`src/rtl/mult_rr_if.sv`:
```
// Request and response channels between client logic and mult_rr_scheduler.
// The client side is the master; the scheduler is the slave.
interface mult_rr_if #(
    parameter int NREQ = 4,
    parameter int M    = 8,
    parameter int N    = 8,
    parameter int IDW  = 2
);
    logic [NREQ-1:0]   req_valid;
    logic [NREQ-1:0]   req_ready;
    logic [NREQ*M-1:0] req_d;
    logic [NREQ*N-1:0] req_q;
    logic              resp_valid;
    logic              resp_ready;
    logic [IDW-1:0]    resp_id;
    logic [M+N-1:0]    resp_product;
    logic              resp_err;

    modport master (
        output req_valid, req_d, req_q, resp_ready,
        input  req_ready, resp_valid, resp_id, resp_product, resp_err
    );

    modport slave (
        input  req_valid, req_d, req_q, resp_ready,
        output req_ready, resp_valid, resp_id, resp_product, resp_err
    );
endinterface

```
`src/rtl/mult_rr_scheduler.sv`:
```
// Round-robin scheduler sharing one start/done multiplier core between NREQ
// requesters, with a watchdog that turns a silent core into an error response.
module mult_rr_scheduler #(
    parameter int NREQ    = 4,
    parameter int M       = 8,
    parameter int N       = 8,
    parameter int IDW     = 2,
    parameter int TIMEOUT = 40
) (
    input  logic           clk,
    input  logic           rst,
    mult_rr_if.slave       bus,
    output logic           mul_start,
    output logic [M-1:0]   mul_d,
    output logic [N-1:0]   mul_q,
    input  logic           mul_done,
    input  logic [M+N-1:0] mul_product
);

    localparam int WDW = $clog2(TIMEOUT + 1);
    localparam logic [WDW-1:0] WD_LAST = WDW'(TIMEOUT - 1);
    localparam logic [IDW-1:0] ID_LAST = IDW'(NREQ - 1);

    typedef enum logic [1:0] {
        ST_IDLE  = 2'd0,
        ST_ISSUE = 2'd1,
        ST_WAIT  = 2'd2,
        ST_RESP  = 2'd3
    } state_t;

    state_t           state_q, state_d;
    logic [IDW-1:0]   rr_ptr_q, rr_ptr_d;
    logic [WDW-1:0]   wd_q, wd_d;
    logic             mul_start_q, mul_start_d;
    logic [M-1:0]     mul_d_q, mul_d_d;
    logic [N-1:0]     mul_q_q, mul_q_d;
    logic             resp_valid_q, resp_valid_d;
    logic [IDW-1:0]   resp_id_q, resp_id_d;
    logic [M+N-1:0]   resp_product_q, resp_product_d;
    logic             resp_err_q, resp_err_d;

    logic             grant_found_s;
    logic [IDW-1:0]   grant_id_s;
    logic [M-1:0]     sel_d_s;
    logic [N-1:0]     sel_q_s;
    logic [NREQ-1:0]  req_ready_s;

    // Round-robin search: first valid at or above rr_ptr, then wrap to the lower indices.
    always_comb begin
        grant_found_s = 1'b0;
        grant_id_s    = '0;
        for (int i = 0; i < NREQ; i++) begin
            if (!grant_found_s && bus.req_valid[i] && (IDW'(i) >= rr_ptr_q)) begin
                grant_found_s = 1'b1;
                grant_id_s    = IDW'(i);
            end else begin
                grant_found_s = grant_found_s;
            end
        end
        for (int i = 0; i < NREQ; i++) begin
            if (!grant_found_s && bus.req_valid[i]) begin
                grant_found_s = 1'b1;
                grant_id_s    = IDW'(i);
            end else begin
                grant_found_s = grant_found_s;
            end
        end
    end

    // Operand mux for the winning requester.
    always_comb begin
        sel_d_s = '0;
        sel_q_s = '0;
        for (int i = 0; i < NREQ; i++) begin
            if (grant_id_s == IDW'(i)) begin
                sel_d_s = bus.req_d[i*M +: M];
                sel_q_s = bus.req_q[i*N +: N];
            end else begin
                sel_d_s = sel_d_s;
            end
        end
    end

    // FSM next-state and datapath updates.
    always_comb begin
        state_d        = state_q;
        rr_ptr_d       = rr_ptr_q;
        wd_d           = wd_q;
        mul_start_d    = 1'b0;
        mul_d_d        = mul_d_q;
        mul_q_d        = mul_q_q;
        resp_valid_d   = resp_valid_q;
        resp_id_d      = resp_id_q;
        resp_product_d = resp_product_q;
        resp_err_d     = resp_err_q;
        req_ready_s    = '0;

        case (state_q)
            ST_IDLE: begin
                // req_ready is gated by rst so every output reads 0 while in reset.
                if (grant_found_s && !rst) begin
                    for (int i = 0; i < NREQ; i++) begin
                        req_ready_s[i] = (grant_id_s == IDW'(i));
                    end
                    mul_d_d     = sel_d_s;
                    mul_q_d     = sel_q_s;
                    resp_id_d   = grant_id_s;
                    rr_ptr_d    = (grant_id_s == ID_LAST) ? '0 : grant_id_s + IDW'(1);
                    mul_start_d = 1'b1;
                    state_d     = ST_ISSUE;
                end else begin
                    state_d = ST_IDLE;
                end
            end
            ST_ISSUE: begin
                wd_d    = '0;
                state_d = ST_WAIT;
            end
            ST_WAIT: begin
                // A done in the final watchdog cycle still wins over the timeout.
                if (mul_done) begin
                    resp_product_d = mul_product;
                    resp_err_d     = 1'b0;
                    resp_valid_d   = 1'b1;
                    state_d        = ST_RESP;
                end else if (wd_q == WD_LAST) begin
                    resp_product_d = '0;
                    resp_err_d     = 1'b1;
                    resp_valid_d   = 1'b1;
                    state_d        = ST_RESP;
                end else begin
                    wd_d = wd_q + WDW'(1);
                end
            end
            ST_RESP: begin
                if (bus.resp_ready) begin
                    resp_valid_d = 1'b0;
                    state_d      = ST_IDLE;
                end else begin
                    resp_valid_d = 1'b1;
                end
            end
            default: begin
                state_d = ST_IDLE;
            end
        endcase
    end

    // State and output registers.
    always_ff @(posedge clk) begin
        if (rst) begin
            state_q        <= ST_IDLE;
            rr_ptr_q       <= '0;
            wd_q           <= '0;
            mul_start_q    <= 1'b0;
            mul_d_q        <= '0;
            mul_q_q        <= '0;
            resp_valid_q   <= 1'b0;
            resp_id_q      <= '0;
            resp_product_q <= '0;
            resp_err_q     <= 1'b0;
        end else begin
            state_q        <= state_d;
            rr_ptr_q       <= rr_ptr_d;
            wd_q           <= wd_d;
            mul_start_q    <= mul_start_d;
            mul_d_q        <= mul_d_d;
            mul_q_q        <= mul_q_d;
            resp_valid_q   <= resp_valid_d;
            resp_id_q      <= resp_id_d;
            resp_product_q <= resp_product_d;
            resp_err_q     <= resp_err_d;
        end
    end

    assign bus.req_ready    = req_ready_s;
    assign bus.resp_valid   = resp_valid_q;
    assign bus.resp_id      = resp_id_q;
    assign bus.resp_product = resp_product_q;
    assign bus.resp_err     = resp_err_q;
    assign mul_start        = mul_start_q;
    assign mul_d            = mul_d_q;
    assign mul_q            = mul_q_q;

endmodule

```
`src/flat_wrapper.sv`:
```
// flat-port wrapper written by rule: the top's interface ports become plain ports
module mult_rr_scheduler_flat 
#(
    parameter int NREQ    = 4,
    parameter int M       = 8,
    parameter int N       = 8,
    parameter int IDW     = 2,
    parameter int TIMEOUT = 40
)
  (clk, rst, mul_start, mul_d, mul_q, mul_done, mul_product, bus_req_valid, bus_req_d, bus_req_q, bus_resp_ready, bus_req_ready, bus_resp_valid, bus_resp_id, bus_resp_product, bus_resp_err);
  mult_rr_if #(.NREQ(NREQ), .M(M), .N(N), .IDW(IDW)) bus_i ();
  input  logic clk;
  input  logic rst;
  output logic mul_start;
  output logic [M-1:0] mul_d;
  output logic [N-1:0] mul_q;
  input  logic mul_done;
  input  logic [M+N-1:0] mul_product;
  input wire logic [$bits(bus_i.req_valid)-1:0] bus_req_valid;
  input wire logic [$bits(bus_i.req_d)-1:0] bus_req_d;
  input wire logic [$bits(bus_i.req_q)-1:0] bus_req_q;
  input wire logic [$bits(bus_i.resp_ready)-1:0] bus_resp_ready;
  output wire logic [$bits(bus_i.req_ready)-1:0] bus_req_ready;
  output wire logic [$bits(bus_i.resp_valid)-1:0] bus_resp_valid;
  output wire logic [$bits(bus_i.resp_id)-1:0] bus_resp_id;
  output wire logic [$bits(bus_i.resp_product)-1:0] bus_resp_product;
  output wire logic [$bits(bus_i.resp_err)-1:0] bus_resp_err;
  assign bus_i.req_valid = bus_req_valid;
  assign bus_i.req_d = bus_req_d;
  assign bus_i.req_q = bus_req_q;
  assign bus_i.resp_ready = bus_resp_ready;
  assign bus_req_ready = bus_i.req_ready;
  assign bus_resp_valid = bus_i.resp_valid;
  assign bus_resp_id = bus_i.resp_id;
  assign bus_resp_product = bus_i.resp_product;
  assign bus_resp_err = bus_i.resp_err;
  mult_rr_scheduler #(.NREQ(NREQ), .M(M), .N(N), .IDW(IDW), .TIMEOUT(TIMEOUT)) u_core (.clk(clk), .rst(rst), .bus(bus_i), .mul_start(mul_start), .mul_d(mul_d), .mul_q(mul_q), .mul_done(mul_done), .mul_product(mul_product));
endmodule
```
`config.mk`:
```
export PLATFORM = sky130hd
export DESIGN_NAME = mult_rr_scheduler_flat
export DESIGN_NICKNAME = d
export VERILOG_FILES = /design/src/rtl/mult_rr_if.sv /design/src/rtl/mult_rr_scheduler.sv /design/src/flat_wrapper.sv
export SDC_FILE = /design/constraint.sdc
export NUM_CORES = 1
export LEC_CHECK = 0
export BUFFER_PORTS_ARGS = -buffer_cell sky130_fd_sc_hd__buf_2
export CORE_MARGIN = 2
export CORE_UTILIZATION = 40
export DETAILED_ROUTE_END_ITERATION = 8
export HOLD_SLACK_MARGIN = 0.08
export PLACE_DENSITY = 0.8
export RECOVER_POWER = 25
export SYNTH_ARGS = -nofsm -noshare
export SYNTH_HDL_FRONTEND = slang
export SYNTH_SLANG_ARGS = --single-unit
```
`constraint.sdc`:
```
create_clock -name clk -period 2.33 [get_ports clk]
set_input_delay 0.3495 -clock clk [delete_from_list [all_inputs] [get_ports clk]]
set_output_delay 0.3495 -clock clk [all_outputs]
set_load 0.005 [all_outputs]
```
* Word level (Yosys, flattened, before mapping)
Index checks and enable logic that the tools add are counted.
** Storage, ports and cells
- Register bits :: 47
- Output and inout bits :: 41
- Logic and storage cells :: 101
** Cells by class
- $add $sub $neg :: 2
- Order comparisons :: 4
- Equal/unequal tests :: 11
- Multiplexer cells :: 42
- Bitwise gates (word level) :: 1
- Reduce and logical (&&, ||, !) cells :: 31
** Operator list (number)
- $mux 8 :: 8
- $mux 16 :: 2
- $mux 2 :: 10
- $mux 1 :: 15
- $logic_and 1x1->1 :: 12
- $mux 6 :: 2
- $pmux 6 s2 :: 1
- $eq 2x2->1 const B :: 4
- $logic_not 1->1 :: 8
- $mux 4 :: 2
- $pmux 2 s4 :: 1
- $reduce_and 2->1 :: 4
- $add 6x1->6 const B :: 1
- $eq 6x6->1 const B :: 1
- $ne 2x2->1 const B :: 3
- $reduce_bool 2->1 :: 3
- $eq 2x1->1 const B :: 2
- $ge 1x2->1 const A :: 2
- $ge 2x2->1 const A :: 2
- $logic_not 2->1 :: 2
- $ne 3x2->1 const B :: 1
- $reduce_and 3->1 :: 1
- $add 2x1->2 const B :: 1
- $pmux 1 s2 :: 1
- other kinds (2) :: 2

* Longest topological paths before layout
Gate-level depths: netlist of run 1.
- Word-level depth :: 32
- Gate-level depth with buffers :: 12

* Worst setup path before layout of run 1
No wires, ideal clock.
- Path kind :: register -> register
- Start :: register u_core.rr_ptr_q[1]
- End :: register u_core.mul_d_q[7] (netlist: u_core.mul_d[7])
- Library setup time :: 0.132 ns
- Arrival time :: 1.989 ns
- Setup slack :: 0.210 ns
- Stages on the path, launching flop included :: 13
- Cell sequence :: dfxtp_1 buf_2 a21oi_1 o21a_1 o22ai_1 inv_1 ha_1 clkbuf_1 clkbuf_1 a21oi_1 o21ai_0 a221oi_1 nor3_1
** Between the ends
- Cells in the longest elaborated chain, start to end :: 32
** RTL lines
- from (decl) :: RTL line mult_rr_scheduler.sv:32 : logic [IDW-1:0] rr_ptr_q, rr_ptr_d;
- from (signal assigned) :: RTL line mult_rr_scheduler.sv:164 : rr_ptr_q <= rr_ptr_d;
- $ge 1x2->1 :: RTL line mult_rr_scheduler.sv:53 : if (!grant_found_s && bus.req_valid[i] && (IDW'(i) >= rr_ptr_q)) begin
- $logic_and 1x1->1 :: RTL line mult_rr_scheduler.sv:53
- $mux 1 :: RTL line mult_rr_scheduler.sv:53
- $logic_not 1->1 :: RTL line mult_rr_scheduler.sv:53
- $logic_and 1x1->1 (2 in series) :: RTL line mult_rr_scheduler.sv:53
- $mux 1 :: RTL line mult_rr_scheduler.sv:53
- $logic_not 1->1 :: RTL line mult_rr_scheduler.sv:53
- $logic_and 1x1->1 (2 in series) :: RTL line mult_rr_scheduler.sv:53
- [13 not listed]
- $mux 1 :: RTL line mult_rr_scheduler.sv:61 : if (!grant_found_s && bus.req_valid[i]) begin
- $logic_not 1->1 :: RTL line mult_rr_scheduler.sv:61
- $logic_and 1x1->1 :: RTL line mult_rr_scheduler.sv:61
- $mux 2 * :: RTL line mult_rr_scheduler.sv:61
- net u_core.grant_id_s[1] :: RTL line mult_rr_scheduler.sv:43 : logic [IDW-1:0] grant_id_s;
- $logic_not 2->1 :: RTL line mult_rr_scheduler.sv:75 : if (grant_id_s == IDW'(i)) begin
- $mux 8 (3 in series) :: RTL line mult_rr_scheduler.sv:75
- $mux 8 * :: RTL line mult_rr_scheduler.sv:75
- to (signal assigned) :: RTL line mult_rr_scheduler.sv:167 : mul_d_q <= mul_d_d;
- to (decl) :: RTL line mult_rr_scheduler.sv:35 : logic [M-1:0] mul_d_q, mul_d_d;
Mark *: on every way through the listed nets, which the timed path passes. The rest lies on a longest branch.
A chain may end at the register's enable or synchronous reset.

* Final worst setup path of run 1
- Start :: register u_core.rr_ptr_q[0]
- End :: output bus_req_ready[2]
** Between the ends
- Cells in the longest elaborated chain, start to end :: 30
** RTL lines
- $ge 1x2->1 :: RTL line mult_rr_scheduler.sv:53
- $logic_and 1x1->1 :: RTL line mult_rr_scheduler.sv:53
- $mux 1 :: RTL line mult_rr_scheduler.sv:53
- $logic_not 1->1 :: RTL line mult_rr_scheduler.sv:53
- $logic_and 1x1->1 (2 in series) :: RTL line mult_rr_scheduler.sv:53
- $mux 1 :: RTL line mult_rr_scheduler.sv:53
- $logic_not 1->1 :: RTL line mult_rr_scheduler.sv:53
- $logic_and 1x1->1 (2 in series) :: RTL line mult_rr_scheduler.sv:53
- [13 not listed]
- $mux 1 :: RTL line mult_rr_scheduler.sv:61
- $logic_not 1->1 :: RTL line mult_rr_scheduler.sv:61
- $logic_and 1x1->1 :: RTL line mult_rr_scheduler.sv:61
- $mux 2 * :: RTL line mult_rr_scheduler.sv:61
- net u_core.grant_id_s[1] :: RTL line mult_rr_scheduler.sv:43
- $eq 2x2->1 * :: RTL line mult_rr_scheduler.sv:103 : req_ready_s[i] = (grant_id_s == IDW'(i));
- $mux 4 * :: RTL line mult_rr_scheduler.sv:101 : if (grant_found_s && !rst) begin
- $mux 4 * :: RTL line mult_rr_scheduler.sv:98 : case (state_q)
- to (decl) :: RTL line flat_wrapper.sv:23 : output wire logic [$bits(bus_i.req_ready)-1:0] bus_req_ready;
Marked as above.

==> results of run 1 <==
cells by family after synthesis:
logic type	count (synthesis)
AO/OA/AOI/OAI	110
XOR/XNOR	3
adder cells (fa/ha/maj)	9
buffers and inverters	70
flip-flops	47
multiplexers	2
AND/OR/NAND/NOR	99
power by group through the flow:
stage               combinational [mW]  clock (mW)  sequential (mW)
finish                            1.62       0.524             1.11
floorplan                         1.07           0             1.12
detailed placement                1.58           0             1.13
global placement                  1.55           0             1.12
CTS                               1.59       0.529             1.11
global route                      1.81       0.562             1.14
registers in the layout (all words and copies together), names as in the netlist:
name                     cells
u_core.bus.resp_err          1
u_core.bus.resp_id           2
u_core.wd_q                  6
u_core.mul_d                 8
u_core.state_q               2
u_core.bus.resp_product     16
u_core.mul_q                 8
u_core.rr_ptr_q              2
u_core.mul_start             1
u_core.bus.resp_valid        1
cells in the mapped netlist, types with 3 or more instances:
cell type	number	share of area [%]
a21oi_1	40	7.5
a221oi_1	16	5.2
and2_1	5	1.2
buf_2	3	0.56
buf_6	3	1.3
clkbuf_1	19	2.7
dfxtp_1	47	35
ha_1	9	4.2
inv_1	40	5.6
nand2_1	21	2.9
nand2b_1	20	4.7
nor2_1	23	3.2
nor3_1	18	3.4
o21a_1	3	0.84
o21ai_0	18	3.4
o32ai_1	17	5.6
xor2_1	3	0.98
layer usage:
metal,vias to the layer above,share of wire [%]
met3,6,7.2
met1,1281,42
met5,-,0
met2,124,50
li1,1413,-
met4,0,1.1
worst max-delay path by stage:
stage,startpoint,endpoint,depth (start not counted)
after global routing,u_core.rr_ptr_q[1]$_SDFFE_PP0P_,bus_req_ready[3],8
after CTS,u_core.rr_ptr_q[1]$_SDFFE_PP0P_,bus_req_ready[1],8
final,u_core.rr_ptr_q[0]$_SDFFE_PP0P_,bus_req_ready[2],8
after global placement,bus_req_valid[0],u_core.mul_d[7]$_SDFFE_PP0P_,11
after detailed placement,bus_req_valid[0],u_core.mul_d[7]$_SDFFE_PP0P_,11
after floorplan,u_core.rr_ptr_q[1]$_SDFFE_PP0P_,u_core.mul_d[7]$_SDFFE_PP0P_,12
final cells by class:
class / instances / area [um2]
Clock buffer: 5 / 68.8
Clock inverter: 3 / 23.8
Fill cell: 621 / 2960
Inverter: 40 / 150
Multi-Input combinational cell: 223 / 1430
Sequential cell: 47 / 945
Tap cell: 77 / 96.3
Timing Repair Buffer: 138 / 744
timing repair:
action / in CTS / in global routing
setup endpoints to repair: 4 / 5
hold buffers: 0 / 0
endpoints found under the hold margin: 0 / 0
resized for setup: 1 / 7
setup buffers: 0 / 2
worst register-to-register path: cells and delay by family, from the launching register on:
kind                       cells  cell delay (ns)
AOI/OAI and AO/OA              5             0.92
DFF                            1             0.35
buffers and inverters          3             0.33
adders and majority gates      1             0.24
and+or+nand+nor                1             0.08
==> results.json, run 1 <==
{
  "h-tree-depth": 2,
  "holdCritStartpoint": "bus_resp_ready",
  "final_nets": 552,
  "cp-end-kind": "output port",
  "synthSimpleGateAreaFrac_pct": 19.0,
  "clock_power_share_pct": 16.1,
  "core_area_um2": 6420,
  "final_common_cell": "buf_2",
  "grt_max_degree": 62,
  "async_flop_share_pct": 0,
  "root_buffer": "clkbuf_8",
  "fmaxAchievable_ghz": 0.450,
  "drtIter0Drc": 142,
  "place_inst": 523,
  "layout_common_cells": "buf_2, dfxtp_1, a21oi_1",
  "synthAdderAreaFrac_pct": 4.20,
  "cts.path.max_buffers": 2,
  "comb_power_share_pct": 49.7,
  "r2r_cells": 10,
  "cp_top_family": "buffers and inverters",
  "required_ns": 1.98,
  "ys_types": 44,
  "outcome": "finished with violations",
  "syn_to_final_growth_pct": 29.1,
  "port_buffers": 128,
  "power.density_nw_per_um2": 941,
  "cp-start-kind": "flop",
  "route.detailed.drc": 5,
  "slew_headroom_pct": 46.5,
  "muxShareOfSynthArea_pct": 0.747,
  "min_to": "u_core.bus.resp_valid$_SDFFE_PP0P_",
  "place_congestion": 0.879,
  "num_rows": 29,
  "maxCapViolations": 0,
  "synth_compound_area_share_pct": 27.8,
  "synth_area_um2": 2680,
  "setup_tns_ns": 0,
  "setup_viol": 0,
  "cp_cell_sequence": "inv_1, o21a_1, o22ai_2, inv_1, ha_1, buf_12, and2_1, buf_2",
  "yosys_warnings": 0,
  "grt_use_met1_pct": 22.5,
  "met3_usage_pct": 3.95,
  "hp-class": "in -> reg",
  "gr-usage-all-layers_pct": 19.8,
  "timing.final.crit_share_pct": 95.3,
  "synth_ff_type": "dfxtp_1",
  "antenna_found_initial": 0,
  "cts_buffers": 5,
  "busiest_layer": "met2",
  "finalHoldViolations": 0,
  "worst_slack_ns": 0.109,
  "final_util_pct": 53.9,
  "ys_ff_latch": 47,
  "die_height_um": 85.9,
  "power.switching_mw": 1.33,
  "routedWlPerCell_um": 14.1,
  "die_area_um2": 7370,
  "slew_violations": 0,
  "synth-edff-count": 0,
  "violations": "DRC",
  "diodes": 0,
  "p_int_mw": 1.93,
  "drt_pass1_iterations": 7,
  "post-dp-hpwl_um": 5480,
  "fin_area_um2": 3460,
  "post-place-ws_ns": 0.125,
  "grt_pass1_vias": 2633,
  "swShare_pct": 40.7,
  "synth_xor_area_share_pct": 0.980,
  "ys_seq_area_share_pct": 35.1,
  "syn_nets": 437,
  "cpMaxStageDelayCell": "dfxtp_1",
  "initial_utilization_pct": 41.7,
  "cts_num_sinks": 47,
  "vias_per_cell": 5.30,
  "peakVddDrop_uv": 394,
  "critPathBufInv": 4,
  "seqPwrFrac_pct": 34.2,
  "hold_ws_ns": 0.261,
  "rr_startpoint": "u_core.rr_ptr_q[0]$_SDFFE_PP0P_",
  "worstMarginPinSlew_ns": 0.799,
  "p_leak_nw": 1.64,
  "num_vias": 2824,
  "critPathKind": "reg -> out",
  "period_needed_ns": 2.22,
  "cts_tree": "yes",
  "p_total_mw": 3.26,
  "slowest_delay_ns": 0.35,
  "dpl_cell_area_um2": 3340,
  "grt_pass1_wl_um": 11800,
  "clk_latency_ns": 0.31,
  "ant_nets": 0,
  "final_cells": 533,
  "synth.avg_cell_area_um2": 7.89,
  "reg2reg_slack_ns": 0.28,
  "path_common_cell": "inv_1",
  "arrival_ns": 1.87,
  "synth_top_family_by_area": "compound AO/OA/AOI/OAI gates",
  "synth_cells": 340,
  "finalWirelength_um": 7530,
  "worst-path-max-fanout": 33,
  "hold_path_depth": 2,
  "die_x_um": 85.9,
  "skew_ns": 0.0153,
  "use_met2_pct": 36.4,
  "grt_remaining_overflow": 0,
  "io_pins": 129,
  "layout-drive-gt1-share_pct": 32.7,
  "clkTransAtPathRegs_ns": 0.10,
  "worst_r2r_endpoint": "u_core.mul_d[7]$_SDFFE_PP0P_"
}
Note: power is estimated with default switching activity, not from simulation.
==> run 2: changes to the inputs <==
--- a/config.mk
+++ b/config.mk
@@ -6,11 +6,10 @@
 export NUM_CORES = 1
 export LEC_CHECK = 0
 export BUFFER_PORTS_ARGS = -buffer_cell sky130_fd_sc_hd__buf_2
-export CORE_MARGIN = 2
 export CORE_UTILIZATION = 40
 export DETAILED_ROUTE_END_ITERATION = 8
 export HOLD_SLACK_MARGIN = 0.08
-export PLACE_DENSITY = 0.8
+export PLACE_DENSITY = 0.71
 export RECOVER_POWER = 25
 export SYNTH_ARGS = -nofsm -noshare
 export SYNTH_HDL_FRONTEND = slang
==> run 2 against run 1 <==
  * Combinational power about the same
  * Final cell count grew 0.38%
  * Critical path depth stayed put
  * The flow still finishes with violations (DRC)
  * Worst setup slack got worse by 0.045 ns
  * Core utilization increased by 0.25 points
  * Sequential share of layout area fell by 0.092 points
  * Largest power group unchanged
  * First-iteration DRC count shrank 7.0%
  * Sequential cell count unchanged
  * Power rose by 0.23%
==> results.json, run 2 (synthesized netlist as in run 1, its figures left out) <==
{
  "outcome": "finished with violations",
  "violations": "DRC",
  "p_int_mw": 1.97,
  "finalHoldViolations": 0,
  "gr-usage-all-layers_pct": 20.4,
  "required_ns": 1.98,
  "clkTransAtPathRegs_ns": 0.09,
  "rsz0062_at_grt": "true",
  "place_inst": 526,
  "h-tree-depth": 2,
  "arrival_ns": 1.92,
  "comb_power_share_pct": 49.7,
  "power.density_nw_per_um2": 939,
  "cts_buffers": 5,
  "ant_nets": 0,
  "p_leak_nw": 1.69,
  "clock_power_share_pct": 16.1,
  "reg2reg_slack_ns": 0.24,
  "period_needed_ns": 2.27,
  "num_vias": 2832,
  "worst-path-max-fanout": 33,
  "num_rows": 29,
  "routedWlPerCell_um": 13.2,
  "diodes": 0,
  "root_buffer": "clkbuf_8",
  "die_area_um2": 7040,
  "clk_latency_ns": 0.30,
  "vias_per_cell": 5.29,
  "hold_path_depth": 2,
  "io_pins": 129,
  "post-dp-hpwl_um": 5230,
  "layout-drive-gt1-share_pct": 34.1,
  "cts_tree": "yes",
  "layout_common_cells": "buf_2, dfxtp_1, inv_1, a21oi_1, nor2_1",
  "setup_tns_ns": 0,
  "swShare_pct": 39.6,
  "drt_pass1_iterations": 7,
  "final_common_cell": "buf_2",
  "die_x_um": 83.9,
  "port_buffers": 128,
  "grt_remaining_overflow": 0,
  "slew_violations": 0,
  "post-place-ws_ns": 0.0592,
  "grt_pass1_wl_um": 11700,
  "r2r_cells": 10,
  "drtIter0Drc": 132,
  "worst_slack_ns": 0.0635,
  "cts.path.max_buffers": 2,
  "grt_max_degree": 39,
  "critPathKind": "reg -> out",
  "initial_utilization_pct": 41.7,
  "maxCapViolations": 0,
  "skew_ns": 0.0129,
  "final_cells": 535,
  "syn_to_final_growth_pct": 29.7,
  "seqPwrFrac_pct": 34.2,
  "die_height_um": 83.9,
  "cp-end-kind": "output port",
  "hp-class": "in -> reg",
  "largest_reg_flops": 16,
  "finalWirelength_um": 7080,
  "ctsHoldBuffers": 0,
  "cts_num_sinks": 47,
  "fmaxAchievable_ghz": 0.441,
  "route.detailed.drc": 16,
  "worstMarginPinSlew_ns": 0.584,
  "place_congestion": 0.851,
  "setup_viol": 0,
  "peakVddDrop_uv": 445,
  "core_area_um2": 6420,
  "cp-start-kind": "flop",
  "timing.final.crit_share_pct": 97.3,
  "slew_headroom_pct": 61.0,
  "final_nets": 554,
  "grt_pass1_vias": 2651,
  "antenna_found_initial": 0,
  "power.switching_mw": 1.29
}
run 2: changes by cell type in the layout (fill, tap and decap cells not counted), sizes merged:
| cell | previous run | this run |
|---|---|---|
| buf | 128 | 135 |
| clkbuf | 15 | 11 |
| clkinv | 0 | 1 |
| clkinvlp | 2 | 0 |
run 2: repair_timing:
action	CTS	global route
endpoints found under the setup margin	2	4
setup buffers	0	1
pin swaps	0	1
gates resized for setup	2	4
run 2: cell type report:
class / instances / area, um2
well taps: 77 / 96.3
inverters: 40 / 150
flip-flops and latches: 47 / 946
fillers: 635 / 2940
clock buffers: 6 / 82.6
repair buffers: 140 / 762
clock inverters: 2 / 13.8
multi-input cells: 223 / 1430
run 2: power groups by stage:
| stage | registers [mW] | logic (mW) | clock network (mW) |
|---|---|---|---|
| 2_1_floorplan | 1.12 | 1.07 | 0 |
| 6_report | 1.12 | 1.62 | 0.526 |
| 3_5_place_dp | 1.13 | 1.60 | 0 |
| 5_1_grt | 1.14 | 1.83 | 0.576 |
| 3_3_place_gp | 1.12 | 1.58 | 0 |
| 4_1_cts | 1.11 | 1.61 | 0.543 |
run 2: worst max-delay path, cell delays in order, from the launching register on:
cell and delay [ns]:
dfxtp_4 0.39, a21oi_1 0.06, o21a_1 0.18, o22ai_2 0.22, inv_1 0.09, ha_1 0.23
buf_12 0.17, and2_1 0.14, buf_2 0.12
run 2: final timing paths:
check	from	endpoint
worst max-delay path	u_core.rr_ptr_q[1]$_SDFFE_PP0P_	bus_req_ready[2]
worst min-delay path	bus_resp_ready	u_core.bus.resp_valid$_SDFFE_PP0P_
worst max register to register	u_core.rr_ptr_q[1]$_SDFFE_PP0P_	u_core.mul_q[6]$_SDFFE_PP0P_
worst min register to register	u_core.bus.resp_id[1]$_SDFFE_PP0P_	u_core.bus.resp_id[1]$_SDFFE_PP0P_
run 2: metal layers:
layer / GRT usage, % / vias to the layer above / part of all wire (%)
met4: 5.49 / 0 / 0.66
li1: - / 1418 / -
met1: 24.0 / 1280 / 43
met2: 36.2 / 129 / 48
met5: 0 / - / 0
met3: 5.84 / 5 / 9.2
run 2: stage by stage:
stage	hold slack [ns]	power (mW)	utilization, %	area (um2)
3_3_place_gp	0.445	2.70	52.3	3360
3_5_place_dp	0.453	2.73	52.3	3360
2_1_floorplan	0.451	2.19	-	2680
5_1_grt	0.268	3.55	54.2	3480
6_report	0.260	3.26	54.2	3480
4_1_cts	0.255	3.27	53.9	3460
==> run 3: changes to the inputs <==
--- a/config.mk
+++ b/config.mk
@@ -9,7 +9,7 @@
 export CORE_UTILIZATION = 40
 export DETAILED_ROUTE_END_ITERATION = 8
 export HOLD_SLACK_MARGIN = 0.08
-export PLACE_DENSITY = 0.71
+export PLACE_DENSITY = 0.68
 export RECOVER_POWER = 25
 export SYNTH_ARGS = -nofsm -noshare
 export SYNTH_HDL_FRONTEND = slang
==> run 3 against run 2 <==
  * The flow still finishes with violations (DRC)
  * Clock power grew 20%
  * Sequential cell count is the same
  * Clock-buffer cell count shrank 1
  * Sequential share of layout area shrank 0.70 points
  * Critical path type unchanged
  * Largest cell class unchanged
==> results.json, run 3 (synthesized netlist as in run 1, its figures left out) <==
{
  "outcome": "finished with violations",
  "violations": "DRC",
  "initial_utilization_pct": 41.7,
  "clkTransAtPathRegs_ns": 0.09,
  "grt_pass1_vias": 2581,
  "cts_buffers": 5,
  "die_x_um": 83.9,
  "final_cells": 542,
  "drtIter0Drc": 86,
  "gr-usage-all-layers_pct": 20.0,
  "worst-path-max-fanout": 7,
  "p_total_mw": 3.47,
  "drt_pass1_iterations": 8,
  "finalHoldViolations": 0,
  "power.density_nw_per_um2": 971,
  "required_ns": 1.98,
  "route.detailed.drc": 14,
  "layout_common_cells": "buf_2, dfxtp_1, inv_1, a21oi_1, nor2_1",
  "finalWirelength_um": 7470,
  "peakVddDrop_uv": 437,
  "wl_met3_um": 579,
  "cts_tree": "yes",
  "grt_max_degree": 62,
  "layout-drive-gt1-share_pct": 34.4,
  "top_layer_used": "met4",
  "slew_violations": 0,
  "slew_headroom_pct": 59.4,
  "post-dp-hpwl_um": 5220,
  "routedWlPerCell_um": 13.8,
  "clk_latency_ns": 0.30,
  "setup_tns_ns": 0,
  "cts_num_sinks": 47,
  "syn_to_final_growth_pct": 33.1,
  "diodes": 0,
  "port_buffers": 128,
  "period_needed_ns": 2.25,
  "final_common_cell": "buf_2",
  "core_area_um2": 6420,
  "arrival_ns": 1.90,
  "p_leak_nw": 1.72,
  "dpl_cell_area_um2": 3360,
  "antenna_found_initial": 0,
  "cts.path.max_buffers": 2,
  "hp-class": "in -> reg",
  "ctsHoldBuffers": 0,
  "fmaxAchievable_ghz": 0.444,
  "cp-start-kind": "flop",
  "ant_nets": 0,
  "grt_pass1_wl_um": 11400,
  "io_pins": 129,
  "fin_area_um2": 3570,
  "timing.final.crit_share_pct": 96.6,
  "num_vias": 2840,
  "die_area_um2": 7040,
  "h-tree-depth": 2,
  "dr_wl_met2_um": 3600,
  "root_buffer": "clkbuf_8",
  "skew_ns": 0.00731,
  "die_height_um": 83.9,
  "critPathKind": "reg -> out",
  "maxCapViolations": 0,
  "place_inst": 526,
  "setup_viol": 0,
  "place_congestion": 0.842,
  "final_nets": 561,
  "grt_remaining_overflow": 0,
  "worstMarginPinSlew_ns": 0.609,
  "largest_reg_flops": 16,
  "num_rows": 29,
  "m1WireLength_um": 3240,
  "vias_per_cell": 5.24,
  "cp-end-kind": "output port",
  "hold_ws_ns": 0.258
}
-- run 3: changes by cell type in the layout (fill, tap and decap cells not counted), sizes merged --
cell | previous run | this run
clkbuf | 11 | 15
bufinv | 0 | 1
buf | 135 | 137
-- run 3: path summary, 6_finish.rpt --
| check | from | end | slack, ns | depth (start not counted) |
|---|---|---|---|---|
| setup / recovery | u_core.rr_ptr_q[1]$_SDFFE_PP0P_ | bus_req_ready[3] | 0.08 | 9 |
| hold / removal | bus_resp_ready | u_core.bus.resp_valid$_SDFFE_PP0P_ | 0.26 | 2 |
| setup reg to reg | u_core.rr_ptr_q[1]$_SDFFE_PP0P_ | u_core.mul_d[0]$_SDFFE_PP0P_ | 0.29 | 9 |
| hold reg to reg | u_core.bus.resp_id[1]$_SDFFE_PP0P_ | u_core.bus.resp_id[1]$_SDFFE_PP0P_ | 0.47 | 2 |
-- run 3: layer usage --
metal,global-route usage (%),vias to the layer above
li1,-,1434
met1,24.4,1282
met2,34.9,118
met3,5.54,6
met4,4.39,0
met5,0,-
-- run 3: where the power goes --
part / leakage, nW / internal, mW / switching [mW]
clock: 0.0587 / 0.326 / 0.305
sequential: 0.386 / 1.00 / 0.109
combinational: 1.27 / 0.795 / 0.931
-- run 3: repair_timing --
action	CTS	global route
setup buffers	0	7
endpoints found under the setup margin	3	5
gates cloned	0	1
gates resized for setup	2	6
-- run 3: cell type report --
cell class,count,area (um2)
Multi-Input combinational cell,223,1430
Inverter,40,150
Clock buffer,5,68.8
Fill cell,617,2850
Sequential cell,47,946
Clock inverter,3,47.5
Timing Repair Buffer,147,831
Tap cell,77,96.3
-- run 3: per-stage QoR --
step                      setup slack, ns  utilization (%)
after floorplan                     0.210                -
after CTS                         0.00516             54.3
after global routing              -0.0136             55.6
after global placement              0.187             52.3
final                              0.0787             55.6
after detailed placement            0.124             52.3
-- run 3: critical path: stages, from the launching register on --
cell	delay [ns]
dfxtp_4	0.37
nand2b_1	0.15
a21o_1	0.19
o221ai_2	0.09
inv_1	0.09
buf_4	0.15
ha_2	0.18
buf_6	0.13
and2_1	0.13
buf_2	0.12
